[src/rtl/alu_op_sequencer.sv]
// EX-stage ALU operation decoder with a fixed-latency MUL/DIV sequencer.
// Decodes ALUOp/Funct7/Funct3 into a widened operation code and, for RV32M
// ops, issues a start pulse, stalls the pipeline for the op's latency and
// flags the cycle in which the muldiv result is valid.
//
// Handshake: md_start is a single-cycle pulse in the issue cycle (the
// pipeline is stalled from that same cycle); stall stays high for exactly
// LAT cycles; md_result_valid pulses for one cycle at issue+LAT, which is
// also the cycle in which the held instruction advances.
module alu_op_sequencer #(
    parameter int OP_W      = 5,
    parameter int EN_M      = 1,
    parameter int MUL_LAT   = 3,
    parameter int DIV_LAT   = 33,
    parameter int DIV0_FAST = 1
) (
    input  logic            clk,
    input  logic            reset,
    input  logic            in_valid,
    input  logic            kill,
    input  logic [1:0]      ALUOp,
    input  logic [6:0]      Funct7,
    input  logic [2:0]      Funct3,
    input  logic            b_is_zero,
    output logic [OP_W-1:0] Operation,
    output logic            illegal,
    output logic            md_start,
    output logic            stall,
    output logic            busy,
    output logic            md_result_valid
);

    localparam int MAX_LAT = (MUL_LAT > DIV_LAT) ? MUL_LAT : DIV_LAT;
    localparam int CNT_W   = ($clog2(MAX_LAT) > 0) ? $clog2(MAX_LAT) : 1;

    localparam logic [CNT_W-1:0] MUL_LOAD = CNT_W'(MUL_LAT - 2);
    localparam logic [CNT_W-1:0] DIV_LOAD = CNT_W'(DIV_LAT - 2);

    localparam logic [4:0] OP_AND   = 5'b00000;
    localparam logic [4:0] OP_OR    = 5'b00001;
    localparam logic [4:0] OP_XOR   = 5'b00010;
    localparam logic [4:0] OP_ADD   = 5'b00011;
    localparam logic [4:0] OP_SLL   = 5'b00100;
    localparam logic [4:0] OP_SRL   = 5'b00101;
    localparam logic [4:0] OP_SUB   = 5'b00110;
    localparam logic [4:0] OP_SLT   = 5'b00111;
    localparam logic [4:0] OP_SLTU  = 5'b01000;
    localparam logic [4:0] OP_SRA   = 5'b01001;
    localparam logic [4:0] OP_EQ    = 5'b01010;
    localparam logic [4:0] OP_NE    = 5'b01011;
    localparam logic [4:0] OP_LT    = 5'b01100;
    localparam logic [4:0] OP_GE    = 5'b01101;
    localparam logic [4:0] OP_LTU   = 5'b01110;
    localparam logic [4:0] OP_GEU   = 5'b01111;
    localparam logic [4:0] OP_PASSB = 5'b11000;

    typedef enum logic [1:0] {
        S_IDLE = 2'd0,
        S_BUSY = 2'd1,
        S_DONE = 2'd2
    } state_t;

    state_t           state;
    logic [CNT_W-1:0] cnt;
    logic [4:0]       lat_op;

    logic [4:0]       dec_op;
    logic             dec_ill;
    logic             dec_m;
    logic             issue;
    logic [CNT_W-1:0] load_val;

    // Combinational decode of the current ID/EX fields; illegal forces ADD.
    always_comb begin
        dec_op  = OP_ADD;
        dec_ill = 1'b0;
        case (ALUOp)
            2'b00: dec_op = OP_ADD;
            2'b11: dec_op = OP_PASSB;
            2'b01: begin
                case (Funct3)
                    3'b000:  dec_op = OP_EQ;
                    3'b001:  dec_op = OP_NE;
                    3'b100:  dec_op = OP_LT;
                    3'b101:  dec_op = OP_GE;
                    3'b110:  dec_op = OP_LTU;
                    3'b111:  dec_op = OP_GEU;
                    default: dec_ill = 1'b1;
                endcase
            end
            default: begin
                if (Funct7 == 7'b0000000) begin
                    case (Funct3)
                        3'b000:  dec_op = OP_ADD;
                        3'b001:  dec_op = OP_SLL;
                        3'b010:  dec_op = OP_SLT;
                        3'b011:  dec_op = OP_SLTU;
                        3'b100:  dec_op = OP_XOR;
                        3'b101:  dec_op = OP_SRL;
                        3'b110:  dec_op = OP_OR;
                        default: dec_op = OP_AND;
                    endcase
                end else if (Funct7 == 7'b0100000) begin
                    case (Funct3)
                        3'b000:  dec_op = OP_SUB;
                        3'b101:  dec_op = OP_SRA;
                        default: dec_ill = 1'b1;
                    endcase
                end else if ((Funct7 == 7'b0000001) && (EN_M != 0)) begin
                    // MUL..REMU follow Funct3 order directly.
                    dec_op = {2'b10, Funct3};
                end else begin
                    dec_ill = 1'b1;
                end
            end
        endcase
        if (dec_ill) begin
            dec_op = OP_ADD;
        end
    end

    assign dec_m = (dec_op[4:3] == 2'b10);

    // A new M op is only accepted from IDLE, never in DONE, so the held
    // instruction is not re-issued in the cycle it advances.
    assign issue = (state == S_IDLE) && in_valid && !kill && !reset && dec_m;

    // Counter preload: LAT-2, with a 2-cycle fast path for divide-by-zero.
    always_comb begin
        load_val = MUL_LOAD;
        if (dec_op[2]) begin
            if ((DIV0_FAST != 0) && b_is_zero) begin
                load_val = '0;
            end else begin
                load_val = DIV_LOAD;
            end
        end
    end

    // Sequencer FSM: IDLE -> BUSY (count down) -> DONE -> IDLE; kill aborts.
    always_ff @(posedge clk) begin
        if (reset) begin
            state  <= S_IDLE;
            cnt    <= '0;
            lat_op <= OP_ADD;
        end else begin
            case (state)
                S_IDLE: begin
                    if (issue) begin
                        lat_op <= dec_op;
                        cnt    <= load_val;
                        state  <= S_BUSY;
                    end
                end
                S_BUSY: begin
                    if (kill) begin
                        cnt   <= '0;
                        state <= S_IDLE;
                    end else if (cnt == '0) begin
                        state <= S_DONE;
                    end else begin
                        cnt <= cnt - 1'b1;
                    end
                end
                default: begin
                    cnt   <= '0;
                    state <= S_IDLE;
                end
            endcase
        end
    end

    // Output selection: live decode in IDLE, latched op while sequencing.
    always_comb begin
        Operation       = OP_W'(dec_op);
        illegal         = in_valid && dec_ill;
        md_start        = issue;
        stall           = issue || (state == S_BUSY);
        busy            = (state != S_IDLE);
        md_result_valid = (state == S_DONE);
        if (state != S_IDLE) begin
            Operation = OP_W'(lat_op);
        end
    end

endmodule
[config.mk]
export PLATFORM = sky130hd
export DESIGN_NAME = alu_op_sequencer
export DESIGN_NICKNAME = d
export VERILOG_FILES = /design/src/rtl/alu_op_sequencer.sv
export SDC_FILE = /design/constraint.sdc
export NUM_CORES = 1
export LEC_CHECK = 0
export CAP_MARGIN = 40
export CORE_MARGIN = 10
export CORE_UTILIZATION = 44
export CTS_CLUSTER_SIZE = 20
export DETAILED_ROUTE_END_ITERATION = 6
export PLACE_DENSITY_LB_ADDON = 0.25
export SYNTH_ARGS = -nofsm -noshare
export SYNTH_HDL_FRONTEND = slang
export SYNTH_SLANG_ARGS = --single-unit
[constraint.sdc]
create_clock -name clk -period 1.8 [get_ports clk]
set_clock_uncertainty 0.2 [all_clocks]
set_input_delay 0.27 -clock clk [delete_from_list [all_inputs] [get_ports clk]]
set_output_delay 0.27 -clock clk [all_outputs]
set_load 0.005 [all_outputs]
==> flow_summary.json, run 1 <==
{
  "yosysTopAreaCell": "dfxtp_1",
  "timing.hold.ws_ps": 230,
  "finalPower_uw": 698,
  "io_pins": 27,
  "synth_seq_area_share_pct": 24.4,
  "post_drt_via_cell_ratio": 6.08,
  "grt_max_degree": 13,
  "synth_xor_area_share_pct": 1.64,
  "startpoint": "Funct7[1]",
  "wl_per_cell_um": 19.1,
  "slew_viol_final": 0,
  "rrSetupSlack_ps": -90,
  "grt-ovfl-total": 0,
  "syn2layout_area_growth_pct": 74.9,
  "die_h_um": 69.3,
  "start_util_pct": 47.3,
  "ys_ff_latch": 13,
  "setup_viol": 12,
  "multi_input_area_um2": 931,
  "grt_pass1_wl_mm": 6.78,
  "fin_area_um2": 1870,
  "clock_path_buffers": 2,
  "cts.reportedPaths.clkPinSlew_ps": 90,
  "synth_flop_cell": "dfxtp_1",
  "cts_sinks": 13,
  "worst_slew_pin_slew_ps": 317,
  "fin_ws_ps": -235,
  "h-tree-depth": 1,
  "hold_start": "reset",
  "synth_edf_count": 0,
  "gp_congestion": 0.869,
  "post-dp-hpwl_mm": 2.88,
  "start_kind": "input port",
  "power.density_cell_area_nw_per_um2": 374,
  "p_leak_nw": 0.841,
  "synth_top_family_by_area": "simple AND/OR/NAND/NOR gates",
  "synthMuxAreaShare_pct": 0.938,
  "cts_hold_buf": 0,
  "numCtsBuffers": 3,
  "arrival_ps": 1570,
  "io_buffers": 26,
  "grt_util_met3_pct": 3.57,
  "core_um2": 2250,
  "status": "finished, violations left",
  "track_usage_pct": 16.2,
  "finalNonFillerCells": 235,
  "die_w_um": 69.3,
  "max-cap-violations": 0,
  "busiest_layer": "met2",
  "layout_commonest_cell": "buf_4",
  "netlist_area_um2": 1070,
  "layout_common_cells": "buf_4, nor2_1, buf_2",
  "final_util_pct": 82.8,
  "avgSynthCellArea_um2": 7.46,
  "hold_violations": 0,
  "synthDistinctLibCells": 48,
  "drtIter0Drc": 106,
  "yosys.area.top_type_share_pct": 24.4,
  "grt_pass1_vias": 1427,
  "synth-compound-area-share_pct": 28.3,
  "peakVddDrop_mv": 0.402,
  "use_met2_pct": 28.6,
  "cp_max_fo": 3,
  "violations": "setup timing",
  "critical_path_class": "input port to primary output",
  "cts_tree": "yes",
  "antenna_found_initial": 0,
  "register_area_um2": 265,
  "final_antenna_net_count": 0,
  "use_met1_pct": 17.8,
  "synth_warnings": 0,
  "finalCritPeriodShare_pct": 113,
  "period_needed_ps": 2040,
  "dieArea_um2": 4800,
  "cts-root-buf": "clkbuf_4",
  "dp_cells": 222,
  "ff2ff_path_depth": 7,
  "async_flop_share_pct": 0,
  "critPathCaptureType": "primary output",
  "synth_fa_ha_area_share_pct": 1.17,
  "worst_ep_required_time_ps": 1330,
  "rows": 17,
  "clk_latency_ps": 280,
  "placed_cell_area_um2": 1610,
  "netlist_top_cells_area": "dfxtp_1, nor2_1, nand2_1",
  "reg2reg_to": "cnt[3]",
  "fin_nets": 226,
  "relSlewSlack_pct": 78.8,
  "crit_end": "stall",
  "vias": 1428,
  "hold_class": "input port to register",
  "syn_nets": 161,
  "first_pass_iters": 4,
  "netlist_instances": 143,
  "synthSimpleGateAreaFrac_pct": 35.8,
  "grt_setup_unrepaired": "yes",
  "drc_errors": 0,
  "place_ws_ps": -997,
  "nFillCells": 143,
  "diodes": 0,
  "timing.fmax_ghz": 0.491,
  "final.setup.tns_ps": -1060,
  "routed_wl_mm": 4.48,
  "drive_above_1_share_pct": 52.7,
  "r2r-start": "cnt[0]"
}
timing repair:
item	in CTS	in global routing
pin swaps	27	14
buffers inserted	7	4
setup endpoints to repair	23	17
gates resized for setup	129	21
cloned	0	0
final cells by class:
class,instances,share of cell area (%)
clock buffers,4,1.41
well taps,28,1.88
inverters,8,1.88
multi-input cells,113,49.9
flip-flops and latches,13,14.2
repair buffers,69,30.8
power breakdown:
| part | total, mW | leakage (nW) | switching, mW | internal, mW |
|---|---|---|---|---|
| Clock | 0.193 | 0.0150 | 0.107 | 0.0859 |
| Combinational | 0.219 | 0.720 | 0.106 | 0.113 |
| Sequential | 0.286 | 0.106 | 0.0000580 | 0.286 |
| Total | 0.698 | 0.841 | 0.213 | 0.485 |
registers in the layout, summed over array words and instances (netlist names):
register  flops
cnt           6
lat_op        5
state         2
synthesized netlist by cell type (2+ instances only):
master    instances
clkbuf_1          7
nor2_1           15
a21oi_1          10
a21o_1            2
a31oi_1           5
o31ai_1           3
o211ai_1          2
nor3_1            7
nor4b_1           4
dfxtp_1          13
nor2b_1           4
nand3_1           3
a32oi_1           2
or3_1             2
inv_1             6
buf_6             2
nor3b_1           4
nand2b_1          2
o21ai_0           8
nand2_1          14
worst min-delay path by stage:
| stage | end | slack [ps] | cells after the start |
|---|---|---|---|
| after floorplan | lat_op[1] | 240 | 1 |
| after global placement | lat_op[4] | 250 | 2 |
| after detailed placement | lat_op[1] | 260 | 1 |
| after CTS | lat_op[1] | 280 | 1 |
| after global routing | state[0] | 230 | 3 |
| final | cnt[5] | 230 | 3 |
per-layer routing:
layer	routed length [µm]	up-vias
met5	0	-
met4	91	0
li1	-	655
met2	2270	78
met3	280	10
met1	1840	685
cells by family after synthesis:
group / after synthesis
and+or+nand+nor: 66
DFF: 13
buffers and inverters: 17
AOI/OAI and AO/OA: 43
muxes: 1
adders and majority gates: 1
xor gates and xnor gates: 2
worst max-delay path, stage by stage:
cell and delay [ps]:
buf_8 100, nor4b_4 300, nand2_2 90, or4_4 570, clkinv_4 70, a21o_1 70
buf_2 100
No activity file was read; power rests on OpenSTA's default activity.
==> run 2, diff against run 1 <==
- TNS_END_PERCENT: unset -> 20
==> run 2 against run 1 <==
Routed wire length shrank 12%. First-iteration DRC count grew 23%. Cell count shrank 2.1%. The flow still finishes with violations (setup timing). Worst setup slack lost 26 ps. Critical path depth is the same. Sequential cell count is the same. Sequential power is essentially flat. Count of clock-buffer cells in the layout is the same. Non-clock buffer count shrank 5. Global-route usage shrank 0.90 points. Clock power is essentially flat.
==> flow_summary.json, run 2 (synthesis gave the netlist of run 1 again) <==
{
  "clk_latency_ps": 280,
  "finalCritPeriodShare_pct": 115,
  "arrival_ps": 1590,
  "fin_area_um2": 1700,
  "max-cap-violations": 0,
  "multi_input_area_um2": 826,
  "largest_register_ffs": 6,
  "placed_cell_area_um2": 1570,
  "cp_max_fo": 3,
  "grt_max_degree": 13,
  "drive_above_1_share_pct": 45.0,
  "final.setup.tns_ps": -1190,
  "dieArea_um2": 4800,
  "worst_ep_required_time_ps": 1330,
  "grt_pass1_wl_mm": 6.41,
  "timing.fmax_ghz": 0.485,
  "wl_per_cell_um": 17.2,
  "status": "finished, violations left",
  "io_buffers": 26,
  "final_antenna_net_count": 0,
  "fin_nets": 221,
  "hold_violations": 0,
  "post_drt_via_cell_ratio": 5.98,
  "cts_sinks": 13,
  "slew_viol_final": 0,
  "gp_congestion": 0.928,
  "grt_setup_unrepaired": "yes",
  "die_h_um": 69.3,
  "power.density_cell_area_nw_per_um2": 394,
  "timing.hold.ws_ps": 230,
  "relSlewSlack_pct": 71.1,
  "core_um2": 2250,
  "cts_hold_buf": 0,
  "cts_tree": "yes",
  "syn2layout_area_growth_pct": 59.6,
  "grt_pass1_vias": 1331,
  "routed_wl_mm": 3.95,
  "critPathCaptureType": "primary output",
  "place_ws_ps": -1040,
  "first_pass_iters": 5,
  "rrSetupSlack_ps": -20,
  "layout_common_cells": "buf_4, nand2_1, nor2_1",
  "antenna_found_initial": 0,
  "numCtsBuffers": 3,
  "die_w_um": 69.3,
  "final_util_pct": 75.5,
  "layout_commonest_cell": "buf_4",
  "top_regs": "cnt x6, lat_op x5, state x2",
  "period_needed_ps": 2060,
  "peakVddDrop_mv": 0.399,
  "cts.reportedPaths.clkPinSlew_ps": 80,
  "violations": "setup timing",
  "track_usage_pct": 15.3,
  "worst_slew_pin_slew_ps": 433,
  "start_kind": "input port",
  "p_leak_nw": 0.771,
  "setup_viol": 9,
  "io_pins": 27,
  "rows": 17,
  "diodes": 0,
  "fin_ws_ps": -262,
  "start_util_pct": 47.3,
  "register_area_um2": 263,
  "cts-root-buf": "clkbuf_4",
  "top_register": "cnt",
  "drc_errors": 0,
  "nFillCells": 159,
  "h-tree-depth": 1,
  "drtIter0Drc": 130,
  "clock_path_buffers": 2,
  "vias": 1375,
  "critical_path_class": "input port to primary output",
  "hold_class": "input port to register",
  "grt-ovfl-total": 0,
  "post-dp-hpwl_mm": 2.72
}
[run 2: stage by stage]
| stage | total power [mW] | instances |
|---|---|---|
| CTS | 0.658 | 230 |
| finish | 0.671 | 230 |
| detailed placement | 0.470 | 222 |
| floorplan | 0.367 | 143 |
| global placement | 0.467 | 222 |
| global route | 0.712 | 230 |
[run 2: report_power, final]
| group | total (mW) | internal, mW | switching (mW) |
|---|---|---|---|
| logic | 0.193 | 0.0976 | 0.0957 |
| registers | 0.287 | 0.287 | 0.0000434 |
| clock network | 0.191 | 0.0861 | 0.104 |
[run 2: what timing repair did]
| item | CTS | global route |
|---|---|---|
| pin swaps | 16 | 14 |
| resized for setup | 111 | 18 |
| setup buffers | 5 | 0 |
| setup endpoints to repair | 23 | 16 |
[run 2: area by class of cell]
| type | instances | area share (%) |
|---|---|---|
| flip-flops and latches | 13 | 15.4 |
| clock buffers | 4 | 1.54 |
| multi-input cells | 113 | 48.5 |
| repair buffers | 64 | 30.4 |
| well taps | 28 | 2.06 |
| inverters | 8 | 2.06 |
[run 2: final timing paths]
path         cells after the start        end       from
max                              7      stall  Funct7[1]
min                              3   state[1]      reset
max reg2reg                      5  lat_op[1]   state[1]
min reg2reg                      1  lat_op[1]  lat_op[1]
[run 2: metal layers]
layer  wire (µm)  track usage [%]  vias to the layer above
li1            -                -                      645
met1        1700             18.7                      636
met2        1830             25.5                       80
met3         317             3.42                       14
met4          97             5.10                        0
met5           0                0                        -
[run 2: critical path: stages]
cell      delay (ps)
buf_8            110
nor4b_4          330
nand2_2          110
or4_4            520
clkinv_4          70
a21o_1            80
buf_2            100
